`config.mk`:
```
export PLATFORM = sky130hd
export DESIGN_NAME = clk_gate_seq
export DESIGN_NICKNAME = d
export VERILOG_FILES = /design/src/rtl/clk_gate_pkg.sv /design/src/rtl/clk_gate_seq.sv
export SDC_FILE = /design/constraint.sdc
export NUM_CORES = 1
export LEC_CHECK = 0
export CORE_AREA = 2 2 88 48
export CTS_CLUSTER_DIAMETER = 100
export DETAILED_ROUTE_END_ITERATION = 8
export DIE_AREA = 0 0 90 50
export GPL_ROUTABILITY_DRIVEN = 0
export PLACE_DENSITY = 0.84
export SLEW_MARGIN = 40
export SYNTH_ARGS = -nofsm -noshare
export SYNTH_HDL_FRONTEND = slang
export SYNTH_SLANG_ARGS = --single-unit
```
`constraint.sdc`:
```
create_clock -name clk_in -period 2.2 [get_ports clk_in]
set_input_delay 0.33 -clock clk_in [delete_from_list [all_inputs] [get_ports clk_in]]
set_output_delay 0.33 -clock clk_in [all_outputs]
set_load 0.05 [all_outputs]
```
`src/rtl/clk_gate_pkg.sv`:
```
// Shared clock-gate definitions: mode encodings used by the sequencer and the
// per-domain source clock gate cells, plus the sequencer FSM state type.
package clk_gate_pkg;

  typedef logic [1:0] cg_mode_t;

  localparam cg_mode_t NCLK_GATE  = 2'b00;
  localparam cg_mode_t DYCLK_GATE = 2'b01;
  localparam cg_mode_t FOCLK_GATE = 2'b10;
  localparam cg_mode_t BAD_GATE   = 2'b11;

  typedef enum logic [2:0] {
    ST_IDLE,
    ST_CHECK,
    ST_WAIT_IDLE,
    ST_SETTLE,
    ST_RESP
  } cg_state_t;

  function automatic int unsigned max_u(input int unsigned a, input int unsigned b);
    return (a > b) ? a : b;
  endfunction

endpackage

```
`src/rtl/clk_gate_seq.sv`:
```
// Clock-gate mode sequencer: applies one domain mode change per request, waits
// for domain idle before force-gating, and holds a settle window after each write.
module clk_gate_seq
  import clk_gate_pkg::*;
#(
  parameter int NDOM       = 4,
  parameter int SETTLE_CYC = 8,
  parameter int TIMEOUT    = 255
) (
  input  logic              clk_in,
  input  logic              reset_n,
  input  logic              req_valid,
  output logic              req_ready,
  input  logic [3:0]        req_dom,
  input  logic [1:0]        req_mode,
  input  logic [NDOM-1:0]   dom_idle,
  output logic [2*NDOM-1:0] cfg_mode,
  output logic              busy,
  output logic              done,
  output logic              err
);

  localparam int CW = int'(max_u($clog2(TIMEOUT), $clog2(SETTLE_CYC)));
  localparam int DW = $clog2(NDOM);
  localparam logic [CW-1:0] TO_LAST  = CW'(TIMEOUT - 1);
  localparam logic [CW-1:0] SET_LAST = CW'(SETTLE_CYC - 1);
  localparam logic [4:0]    NDOM_W   = 5'(NDOM);

  cg_state_t         state_q, state_d;
  logic [CW-1:0]     cnt_q;
  logic [3:0]        dom_q;
  cg_mode_t          mode_q;
  logic              err_flag_q;
  logic [2*NDOM-1:0] cfg_q;
  logic              done_q, err_q;

  logic              accept, cfg_we, cnt_clr, cnt_inc, err_set;
  logic              dom_ok;
  logic [DW-1:0]     dom_idx;
  logic [DW:0]       bit_base;
  cg_mode_t          cur_mode;

  // Index is only meaningful once dom_ok holds; out-of-range reads are never used.
  assign dom_ok   = ({1'b0, dom_q} < NDOM_W);
  assign dom_idx  = dom_q[DW-1:0];
  assign bit_base = {dom_idx, 1'b0};
  assign cur_mode = cfg_q[bit_base +: 2];

  assign req_ready = (state_q == ST_IDLE);
  assign busy      = (state_q != ST_IDLE);
  assign cfg_mode  = cfg_q;
  assign done      = done_q;
  assign err       = err_q;

  always_comb begin
    state_d = state_q;
    accept  = 1'b0;
    cfg_we  = 1'b0;
    cnt_clr = 1'b0;
    cnt_inc = 1'b0;
    err_set = 1'b0;
    unique case (state_q)
      ST_IDLE: begin
        if (req_valid) begin
          accept  = 1'b1;
          state_d = ST_CHECK;
        end
      end
      ST_CHECK: begin
        if (!dom_ok || mode_q == BAD_GATE) begin
          err_set = 1'b1;
          state_d = ST_RESP;
        end else if (mode_q == cur_mode) begin
          state_d = ST_RESP;
        end else if (mode_q != FOCLK_GATE) begin
          cfg_we  = 1'b1;
          cnt_clr = 1'b1;
          state_d = ST_SETTLE;
        end else begin
          cnt_clr = 1'b1;
          state_d = ST_WAIT_IDLE;
        end
      end
      ST_WAIT_IDLE: begin
        if (dom_idle[dom_idx]) begin
          cfg_we  = 1'b1;
          cnt_clr = 1'b1;
          state_d = ST_SETTLE;
        end else if (cnt_q == TO_LAST) begin
          err_set = 1'b1;
          state_d = ST_RESP;
        end else begin
          cnt_inc = 1'b1;
        end
      end
      ST_SETTLE: begin
        if (cnt_q == SET_LAST) begin
          state_d = ST_RESP;
        end else begin
          cnt_inc = 1'b1;
        end
      end
      ST_RESP: begin
        state_d = ST_IDLE;
      end
      default: begin
        state_d = ST_IDLE;
      end
    endcase
  end

  always_ff @(posedge clk_in or negedge reset_n) begin
    if (!reset_n) begin
      state_q <= ST_IDLE;
    end else begin
      state_q <= state_d;
    end
  end

  always_ff @(posedge clk_in or negedge reset_n) begin
    if (!reset_n) begin
      cnt_q      <= '0;
      dom_q      <= '0;
      mode_q     <= NCLK_GATE;
      err_flag_q <= 1'b0;
      cfg_q      <= '0;
      done_q     <= 1'b0;
      err_q      <= 1'b0;
    end else begin
      if (accept) begin
        dom_q      <= req_dom;
        mode_q     <= req_mode;
        err_flag_q <= 1'b0;
      end else if (err_set) begin
        err_flag_q <= 1'b1;
      end

      if (cnt_clr) begin
        cnt_q <= '0;
      end else if (cnt_inc) begin
        cnt_q <= cnt_q + 1'b1;
      end

      if (cfg_we) begin
        cfg_q[bit_base +: 2] <= mode_q;
      end

      done_q <= (state_q == ST_RESP) && !err_flag_q;
      err_q  <= (state_q == ST_RESP) &&  err_flag_q;
    end
  end

endmodule

```
==> reports/qor.csv <==
metric;value;unit
CTS tree;yes;
Synth async-reset ratio;100.0;%
combinational fraction of design power;59.7;%
Layout area overhead;29.32;%
DRC viols;0;
Rows;16;
post-layout instance area;2273;sq um
number of global-route vias before repair;1483;
register area;701.9;sq um
worst reg2reg path startpoint;cnt_q[1];
Clk pwr share;8.9;%
most frequent cells in the layout;dfrtp_1, buf_4, clkdlybuf4s50_1, inv_1, nand2_1;
Core Region;3724;sq um
hold slack;420.2;ps
setup ws final;71.88;ps
number of synthesized flops with an enable pin;0;
Vias/cell;6.157;
Post-Syn Area per Cell;10.65;sq um
max-capacitance violation count;0;
GRT Total Usage;22.72;%
Clock Latency Late Sink;280;ps
initial DRC count;192;
multi-input logic area;1012;sq um
total vias in the final route;1607;
Worst R2R End;cnt_q[6];
Post-DRT Antenna Nets;0;
clock buffer depth;2;
clock-pin slew on the worst setup and hold paths;90;ps
Seq pwr share;31.4;%
overall routed net length;4886;microns
drt wl/cell;18.72;microns
pre-CTS WS;-78.88;ps
yosys warns;0;
Crit path arrival time;2330;ps
post-route core utilization;61.06;%
Setup Viol. Count Final;0;
Net Sw Frac;47.33;%
syn nets;185;
synth unique cells;54;
Net Sw Power;1.484;mW
fmax;469.9;MHz
Max VDD drop;634.8;uV
critical path class;flop to flop;
dpl cell area;2178;sq um
Mapped Area;1758;sq um
Tmin final;2128;ps
# diodes;0;
Synth Register Bits;28;
IO buf count;24;
most common cell after layout, fill and taps aside;dfrtp_1;
share of layout cells above drive strength 1;25.12;%
clk_skew;8.550;ps
Int Pwr;1.651;mW
Mapped Cells;165;
Pins Over Slew Limit;0;
Root Buffer;clkbuf_8;
post-synthesis sequential area ratio;39.86;%
initial core utilization;47.21;%
element type at the critical path end;flop;
dominant synthesized flop cell;dfrtp_1;
IO Pins;25;
leak pwr;0.9674;nW
initial antenna violation count;0;
Detailed Place HPWL;3782;microns
status;completed;
Die Y-Extent;50;microns
Filler Cell Count;322;
global-route wire length before repair;7872;microns
Die Width;90;microns
Worst R2R Path Depth;6;
die footprint;4500;sq um
Max transition margin;64.38;%
fin crit share;96.73;%
number of buffers inserted by hold repair at cts;0;
largest net degree at the start of global routing;29;
Worst-Margin Slew;530.3;ps
reg2reg setup slack;70;ps
Pre-antenna DRT Iters;6;
crit-path max FO;4;
number of H-tree levels;1;
GRT overflow;0;
crit start category;flop;
PD cells;1379;nW/um^2
CTS sink cnt;28;
critical path data required time;2400;ps
unrepaired setup endpoints after global routing;false;
TritonCTS Buffers;3;
Final Net Count;229;
worst min path class;input port to async pin;
final hold violations;0;
-- how the worst max path moves through the flow --
stage / start / endpoint / slack [ps] / depth (start not counted)
finish: cnt_q[1] / cnt_q[6] / 70 / 6
global route: cnt_q[1] / cnt_q[6] / 30 / 6
CTS: cnt_q[0] / state_q[1] / 20 / 5
detailed placement: dom_idle[3] / cnt_q[6] / -80 / 5
global placement: cnt_q[0] / cnt_q[1] / -30 / 5
floorplan: cnt_q[0] / state_q[1] / 50 / 5
-- stage by stage --
step           cells  power, mW  setup TNS [ps]
5_1_grt          261      3.326               0
2_1_floorplan    165      2.113               0
3_5_place_dp     255      2.727          -504.5
3_3_place_gp     255      2.674          -54.72
4_1_cts          260      3.063               0
6_report         261      3.135               0
-- critical path, stage by stage (launching register included) --
cell      delay [ps]
dfrtp_1          390
buf_4            150
ha_1             220
and4_1           260
a2111o_1         410
a2111o_1         390
a211oi_2         240
-- flip-flops by register name, summed over array words and instances (netlist names) --
name and flops:
state_q 3, done 1, cnt_q 8, dom_q 4
cfg_mode 8, err 1, mode_q 2, err_flag_q 1
-- what timing repair did --
action	in CTS	in global routing
setup buffers	2	1
gates resized for setup	4	7
pin swaps	0	1
setup endpoints to repair	5	10
-- logic make-up after synthesis --
family                     Yosys count  share of synthesized area (%)
AOI/OAI and AO/OA                   50                          23.34
xor gates and xnor gates             1                         0.4983
DFF                                 28                          39.86
and+or+nand+nor                     51                          18.72
buffers and inverters               19                          4.626
adders and majority gates            7                          4.982
muxes                                9                          7.971
-- cell type report --
type / instances / area share (%)
clock buffers: 3 / 1.816
inverters: 12 / 2.146
multi-input cells: 118 / 44.52
flip-flops and latches: 28 / 30.88
well taps: 54 / 2.972
repair buffers: 46 / 17.67
-- power by group through the flow --
stage                     registers, mW  clock network, mW  logic [mW]
final                             0.984              0.280        1.87
after detailed placement          0.975                  0        1.75
after global routing               1.01              0.309        2.00
after CTS                         0.964              0.287        1.81
after floorplan                    1.09                  0        1.03
after global placement            0.965                  0        1.71
-- metal layers --
layer	track usage, %	part of all wire, %
met5	0	0
met4	3.077	0.59
met2	29.70	38
met3	6.881	11
met1	36.54	50
-- Yosys cell counts (4+ instances only) --
cell type  instances  area share (%)
dfrtp_1           28              40
inv_1             12             2.6
nand2_1            8             1.7
ha_1               7             5.0
o211ai_1           7             3.0
o21ai_0            7             2.0
a211oi_1           6             2.6
nor3_1             6             1.7
nand3_1            5             1.4
clkbuf_1           4            0.85
mux2_2             4             2.6
o211a_1            4             2.3
o221ai_1           4             2.0
(Power assumes the default switching activity.)
